### config.mk
export PLATFORM = sky130hd
export DESIGN_NAME = pagerank_tile_flat
export DESIGN_NICKNAME = d
export VERILOG_FILES = /design/src/rtl/pagerank_tile_if.sv /design/src/rtl/pagerank_tile.sv /design/src/flat_wrapper.sv
export SDC_FILE = /design/constraint.sdc
export NUM_CORES = 2
export LEC_CHECK = 0
export CORE_AREA = 10 10 620 622
export DETAILED_ROUTE_END_ITERATION = 10
export DIE_AREA = 0 0 630 632
export SLEW_MARGIN = 20
export SYNTH_ARGS = -nofsm -noshare
export SYNTH_HDL_FRONTEND = slang
export SYNTH_SLANG_ARGS = --single-unit
### constraint.sdc
create_clock -name clk -period 28.4 [get_ports clk]
set_input_delay 4.26 -clock clk [delete_from_list [all_inputs] [get_ports clk]]
set_output_delay 4.26 -clock clk [all_outputs]
set_load 0.05 [all_outputs]
### src/rtl/pagerank_tile_if.sv
// NoC-side channels of a pagerank_tile: contribution request/response and
// the independent query/reply path. The master modport is the tile side.
interface pagerank_tile_if #(
  parameter int PW    = 6,
  parameter int WIDTH = 16
);
  // Handshake rules:
  // - A request transfers on a cycle where req_valid and req_ready are both 1.
  // - Once req_valid is raised, req_valid and req_page stay stable until that
  //   transfer happens.
  // - Responses (rsp_*) and queries (qry_*) are valid-only and have no
  //   backpressure.
  // - A reply (rpl_*) follows each query exactly one cycle later.
  logic             req_valid;
  logic [PW-1:0]    req_page;
  logic             req_ready;
  logic             rsp_valid;
  logic [PW-1:0]    rsp_page;
  logic [WIDTH-1:0] rsp_data;
  logic             qry_valid;
  logic [PW-1:0]    qry_page;
  logic             rpl_valid;
  logic [WIDTH-1:0] rpl_data;

  modport master (
    output req_valid, req_page, rpl_valid, rpl_data,
    input  req_ready, rsp_valid, rsp_page, rsp_data, qry_valid, qry_page
  );

  modport slave (
    input  req_valid, req_page, rpl_valid, rpl_data,
    output req_ready, rsp_valid, rsp_page, rsp_data, qry_valid, qry_page
  );
endinterface

### src/rtl/pagerank_tile.sv
// Jacobi PageRank tile owning N of M pages, with double-buffered values.
// Optional WAIT watchdog: define PAGERANK_TIMEOUT_EN.
module pagerank_tile #(
  parameter int               N     = 16,
  parameter int               M     = 64,
  parameter int               WIDTH = 16,
  parameter int               PW    = 6,
  parameter int               TW    = 2,
  parameter logic [WIDTH-1:0] D     = 16'h2666,
  parameter int               ITERS = 8
) (
  input  logic                 clk,
  input  logic                 reset,
  input  logic                 start,
  input  logic [TW-1:0]        tile_id,
  input  logic [N*M-1:0]       adjacency,
  input  logic [N*WIDTH-1:0]   weights,
  pagerank_tile_if.master      noc,
  output logic                 busy,
  output logic                 done,
  output logic [7:0]           iter,
  output logic [N*WIDTH-1:0]   vals,
  output logic [2:0]           state_dbg
);
  localparam int NW = $clog2(N);
  localparam int AW = WIDTH + PW;
  localparam logic [WIDTH:0]   DB   = (WIDTH+1)'(1 << WIDTH) - (WIDTH+1)'(D);
  localparam logic [WIDTH-1:0] DN   = WIDTH'(D / M);
  localparam logic [WIDTH-1:0] INIT = WIDTH'((1 << WIDTH) / M);

  typedef enum logic [2:0] {
    IDLE = 3'd0, SCAN = 3'd1, REQ = 3'd2, WAIT = 3'd3,
    COMMIT = 3'd4, SWAP = 3'd5, DONE = 3'd6
  } state_t;

  state_t           state;
  logic [NW-1:0]    p;
  logic [PW-1:0]    k;
  logic [AW-1:0]    acc;
  logic [WIDTH-1:0] cur [N];
  logic [WIDTH-1:0] nxt [N];
  logic [WIDTH-1:0] w_arr [N];

  // Truncated (db * w * v) >> 2*WIDTH; db <= 2^WIDTH keeps the result in range.
  function automatic logic [WIDTH-1:0] contrib(input logic [WIDTH-1:0] v,
                                               input logic [WIDTH-1:0] w);
    logic [3*WIDTH:0] prod;
    prod = (3*WIDTH+1)'(DB) * (3*WIDTH+1)'(w) * (3*WIDTH+1)'(v);
    return WIDTH'(prod >> (2*WIDTH));
  endfunction

  for (genvar i = 0; i < N; i++) begin : g_unpack
    assign w_arr[i]                  = weights[i*WIDTH +: WIDTH];
    assign vals[i*WIDTH +: WIDTH]    = cur[i];
  end

  assign state_dbg = state;

  logic             adj_bit, k_local, k_last, p_last;
  logic [NW-1:0]    k_idx;
  logic [AW:0]      sum;
  logic [WIDTH-1:0] sat_val;

  // M is a power of two, so {p,k} is exactly the bit index p*M+k.
  assign adj_bit = adjacency[{p, k}];
  assign k_idx   = k[NW-1:0];
  assign k_local = (k[PW-1:NW] == tile_id);
  assign k_last  = (k == PW'(M-1));
  assign p_last  = (p == NW'(N-1));
  assign sum     = (AW+1)'(DN) + (AW+1)'(acc);
  assign sat_val = (|sum[AW:WIDTH]) ? '1 : sum[WIDTH-1:0];

`ifdef PAGERANK_TIMEOUT_EN
  logic [7:0] wd_cnt;
`endif

  always_ff @(posedge clk) begin
    if (reset) begin
      state         <= IDLE;
      p             <= '0;
      k             <= '0;
      acc           <= '0;
      iter          <= '0;
      busy          <= 1'b0;
      done          <= 1'b0;
      noc.req_valid <= 1'b0;
      noc.req_page  <= '0;
      for (int i = 0; i < N; i++) begin
        cur[i] <= INIT;
        nxt[i] <= INIT;
      end
`ifdef PAGERANK_TIMEOUT_EN
      wd_cnt        <= '0;
`endif
    end else begin
      case (state)
        IDLE, DONE: begin
          if (start) begin
            state <= SCAN;
            iter  <= '0;
            p     <= '0;
            k     <= '0;
            acc   <= '0;
            busy  <= 1'b1;
            done  <= 1'b0;
          end
        end
        SCAN: begin
          if (adj_bit && !k_local) begin
            state         <= REQ;
            noc.req_valid <= 1'b1;
            noc.req_page  <= k;
          end else begin
            if (adj_bit) acc <= acc + AW'(contrib(cur[k_idx], w_arr[k_idx]));
            if (k_last) state <= COMMIT;
            else        k     <= k + 1'b1;
          end
        end
        REQ: begin
          if (noc.req_ready) begin
            state         <= WAIT;
            noc.req_valid <= 1'b0;
`ifdef PAGERANK_TIMEOUT_EN
            wd_cnt        <= '0;
`endif
          end
        end
        WAIT: begin
          if (noc.rsp_valid && noc.rsp_page == k) begin
            acc <= acc + AW'(noc.rsp_data);
            if (k_last) state <= COMMIT;
            else begin
              state <= SCAN;
              k     <= k + 1'b1;
            end
          end
`ifdef PAGERANK_TIMEOUT_EN
          else if (wd_cnt == 8'd255) begin
            state         <= REQ;
            noc.req_valid <= 1'b1;
          end else begin
            wd_cnt <= wd_cnt + 1'b1;
          end
`endif
        end
        COMMIT: begin
          nxt[p] <= sat_val;
          acc    <= '0;
          k      <= '0;
          if (p_last) state <= SWAP;
          else begin
            state <= SCAN;
            p     <= p + 1'b1;
          end
        end
        SWAP: begin
          for (int i = 0; i < N; i++) cur[i] <= nxt[i];
          iter <= iter + 1'b1;
          p    <= '0;
          if (iter + 8'd1 == 8'(ITERS)) begin
            state <= DONE;
            busy  <= 1'b0;
            done  <= 1'b1;
          end else begin
            state <= SCAN;
          end
        end
        default: state <= IDLE;
      endcase
    end
  end

  // Query path never looks at the FSM, so neighbouring tiles always get answers.
  logic [NW-1:0] q_idx;
  logic          q_local;
  assign q_idx   = noc.qry_page[NW-1:0];
  assign q_local = (noc.qry_page[PW-1:NW] == tile_id);

  always_ff @(posedge clk) begin
    if (reset) begin
      noc.rpl_valid <= 1'b0;
      noc.rpl_data  <= '0;
    end else begin
      noc.rpl_valid <= noc.qry_valid;
      noc.rpl_data  <= (noc.qry_valid && q_local) ? contrib(cur[q_idx], w_arr[q_idx]) : '0;
    end
  end
endmodule

### src/flat_wrapper.sv
// flat-port wrapper written by rule: the top's interface ports become plain ports
module pagerank_tile_flat 
#(
  parameter int               N     = 16,
  parameter int               M     = 64,
  parameter int               WIDTH = 16,
  parameter int               PW    = 6,
  parameter int               TW    = 2,
  parameter logic [WIDTH-1:0] D     = 16'h2666,
  parameter int               ITERS = 8
)
  (clk, reset, start, tile_id, adjacency, weights, busy, done, iter, vals, state_dbg, noc_req_valid, noc_req_page, noc_rpl_valid, noc_rpl_data, noc_req_ready, noc_rsp_valid, noc_rsp_page, noc_rsp_data, noc_qry_valid, noc_qry_page);
  pagerank_tile_if #(.PW(PW), .WIDTH(WIDTH)) noc_i ();
  input  logic clk;
  input  logic reset;
  input  logic start;
  input  logic [TW-1:0] tile_id;
  input  logic [N*M-1:0] adjacency;
  input  logic [N*WIDTH-1:0] weights;
  output logic busy;
  output logic done;
  output logic [7:0] iter;
  output logic [N*WIDTH-1:0] vals;
  output logic [2:0] state_dbg;
  output wire logic [$bits(noc_i.req_valid)-1:0] noc_req_valid;
  output wire logic [$bits(noc_i.req_page)-1:0] noc_req_page;
  output wire logic [$bits(noc_i.rpl_valid)-1:0] noc_rpl_valid;
  output wire logic [$bits(noc_i.rpl_data)-1:0] noc_rpl_data;
  input wire logic [$bits(noc_i.req_ready)-1:0] noc_req_ready;
  input wire logic [$bits(noc_i.rsp_valid)-1:0] noc_rsp_valid;
  input wire logic [$bits(noc_i.rsp_page)-1:0] noc_rsp_page;
  input wire logic [$bits(noc_i.rsp_data)-1:0] noc_rsp_data;
  input wire logic [$bits(noc_i.qry_valid)-1:0] noc_qry_valid;
  input wire logic [$bits(noc_i.qry_page)-1:0] noc_qry_page;
  assign noc_req_valid = noc_i.req_valid;
  assign noc_req_page = noc_i.req_page;
  assign noc_rpl_valid = noc_i.rpl_valid;
  assign noc_rpl_data = noc_i.rpl_data;
  assign noc_i.req_ready = noc_req_ready;
  assign noc_i.rsp_valid = noc_rsp_valid;
  assign noc_i.rsp_page = noc_rsp_page;
  assign noc_i.rsp_data = noc_rsp_data;
  assign noc_i.qry_valid = noc_qry_valid;
  assign noc_i.qry_page = noc_qry_page;
  pagerank_tile #(.N(N), .M(M), .WIDTH(WIDTH), .PW(PW), .TW(TW), .D(D), .ITERS(ITERS)) u_core (.clk(clk), .reset(reset), .start(start), .tile_id(tile_id), .adjacency(adjacency), .weights(weights), .noc(noc_i), .busy(busy), .done(done), .iter(iter), .vals(vals), .state_dbg(state_dbg));
endmodule
==> flow_summary_export.csv <==
group,metric,value,unit
floorplan,ios,1609,
clocking,clkLatencyLatePin,0.75,ns
sta,setup_tns,0,ns
sta,slew_headroom,0.142,
global_route,overflow,0,
synthesis,synth_area,0.0777,mm²
sta,clock_skew,0.107,ns
critical_path,path_common_cell,"fa_1",
sta,holdWs,0.463,ns
floorplan,die_x,630,µm
critical_path,critPathSlowestCell,"a2111oi_0",
clocking,ctsHoldBuffers,0,
floorplan,start_util,0.209,
global_route,grt_pass1_wl,595000,µm
layout,drive_gt1_frac,0.108,
clocking,cts_sinks,585,
sta,rsz0062_at_grt,"false",
sta,fin_crit_sh,0.710,
sta,finalHoldViolations,0,
synthesis,ys.flop_type,"edfxtp_1",
clocking,cts_buffer_depth,3,
synthesis,synth-edff-count,512,
clocking,htreeDepth,2,
synthesis,ys_async_sr_fraction,0,
synthesis,synthTopCellsByArea,"fa_1, edfxtp_1, mux4_2",
detailed_routing,drt-initial-drc-count,5927,
critical_path,cp_max_fo,33,
critical_path,critical_path_class,"in2reg",
layout,nNetsFinal,11381,
layout,fillers,39029,
synthesis,synth_warnings,0,
min_path,hold_path_class,"reg2reg",
detailed_routing,antenna_left,0,
detailed_routing,drc_errors,0,
global_route,antenna_found_initial,139,
sta,slew_violations,0,
critical_path,critical_path_required,28.96,ns
layout,fin_area,0.102,mm²
floorplan,dieArea,0.398,mm²
clocking,path_clk_slew,0.07,ns
place,dp_hpwl,383000,µm
detailed_routing,wire_per_inst,32.9,µm
critical_path,r2r_cells,57,
detailed_routing,vias_per_cell,4.74,
place,placed_area,0.0998,mm²
clocking,cts_root_buf,"clkbuf_16",
synthesis,yosys.area.top_type,"fa_1",
global_route,grt_pass1_vias,65885,
global_route,grt_max_degree,98,
clocking,cts_made_buffers,56,
floorplan,rows,224,
clocking,cts_setup_buffers,0,
job,max-cap-violations,0,
place,place_congestion,0.933,
global_route,groute.usage.overall,0.217,
synthesis,ys_seq_area_frac,0.217,
min_path,worstHoldPathCells,2,
synthesis,syn_nets,9990,
sta,period_minus_slack,20.15,ns
synthesis,yosysTopAreaCellShare,0.250,
clocking,cts_tree,"yes",
sta,worstMarginPinSlew,1.29,ns
layout,layout_commonest_cell,"clkdlybuf4s50_1",
sta,setup_viol,0,
critical_path,end_kind,"flop",
synthesis,syn_avg_cell_area,10.8,µm²
clocking,postCtsResizedCells,0,
sta,max_freq,49.6,MHz
synthesis,ys_types,85,
synthesis,synthCells,7184,
critical_path,crit_path_max_incr_delay,0.75,ns
detailed_routing,drt-pass1-iter-count,6,
place,io_buffers,1608,
synthesis,ys_ff_latch,585,
detailed_routing,num_vias,64779,
detailed_routing,wl,449000,µm
critical_path,cp.arrival,20.71,ns
layout,areaGrowthSynthToFinish,31.0,%
layout,final_cell_mix,"clkdlybuf4s50_1, inv_1, fa_1",
outcome,outcome,"finished clean",
floorplan,die_h,632,µm
critical_path,startpoint_type,"input port",
floorplan,core_area,0.371,mm²
[through the flow]
stage                     setup slack [ns]  instances   util
after global placement                7.54      13489  0.269
after global routing                  7.41      13615  0.274
after floorplan                       8.34       7184      -
after detailed placement              7.72      13489  0.269
final                                 8.25      13673  0.274
after CTS                             8.40      13592  0.273
[sequential cells by signal, indices dropped and copies added (netlist names), 3 cells and up, named ones only]
signal and flops:
u_core.iter 8, u_core.acc 22, u_core.cur 256, u_core.k 6, u_core.p 4, u_core.nxt 256, u_core.state_dbg 3, u_core.noc.req_page 6
u_core.noc.rpl_data 16
[cells in the mapped netlist (all sizes together), types with 111 or more instances]
cell and number:
a21oi 120, nand2 816, inv 1111, and2 363, ha 521, edfxtp 512
fa 969, nor2b 130, nor2 504, clkbuf 325, mux2i 152, buf 111
mux4 522
[critical path: cells and delay by family]
kind | cells | cell delay [ns]
buf+inv | 10 | 1.83
simple gates | 7 | 1.00
compound gates | 23 | 6.25
xor+xnor | 2 | 0.39
mux | 1 | 0.59
fa+ha+maj | 15 | 6.33
[worst paths after layout]
kind                             from                     endpoint  slack, ns
min          u_core.done$_SDFFE_PP0P_     u_core.done$_SDFFE_PP0P_       0.46
max                       weights[48]  u_core.acc[17]$_SDFFE_PP0P_       8.25
max reg2reg  u_core.k[0]$_SDFFE_PP0P_  u_core.acc[17]$_SDFFE_PP0P_      10.49
min reg2reg  u_core.done$_SDFFE_PP0P_     u_core.done$_SDFFE_PP0P_       0.46
[final cells by class]
class	instances	area (µm²)	share of cell area
antenna	81	203	0.00199
clock buffer	69	1450	0.0142
clock inverter	34	344	0.00338
inverter	1112	4180	0.0410
multi-input combinational	5051	55200	0.543
sequential	585	16900	0.166
tap	4972	6220	0.0611
timing repair buffer	1769	17300	0.170
[layer usage]
layer,global-route usage,wire length [µm],vias up
met5,0,256,-
met4,0.0804,19500,40
met3,0.0634,42100,535
met2,0.356,211000,3429
met1,0.269,177000,33678
li1,-,-,27097
[logic make-up (layout without fill, tap and decap cells)]
kind of cell               count (synthesis)  after routing  synth area share
and+or+nand+nor                         2141           2141             0.128
buffers and inverters                   1548           2984            0.0776
adders and majority gates               1490           1490             0.333
muxes                                    717            717             0.177
DFF                                      585            585             0.217
AOI/OAI and AO/OA                        569            569            0.0516
xor gates and xnor gates                 134            134            0.0151
other                                      0             81                 0
Power is left out: the tool's default activity adds up to more than one toggle a clock period on the data nets, which glitch-free logic cannot reach.
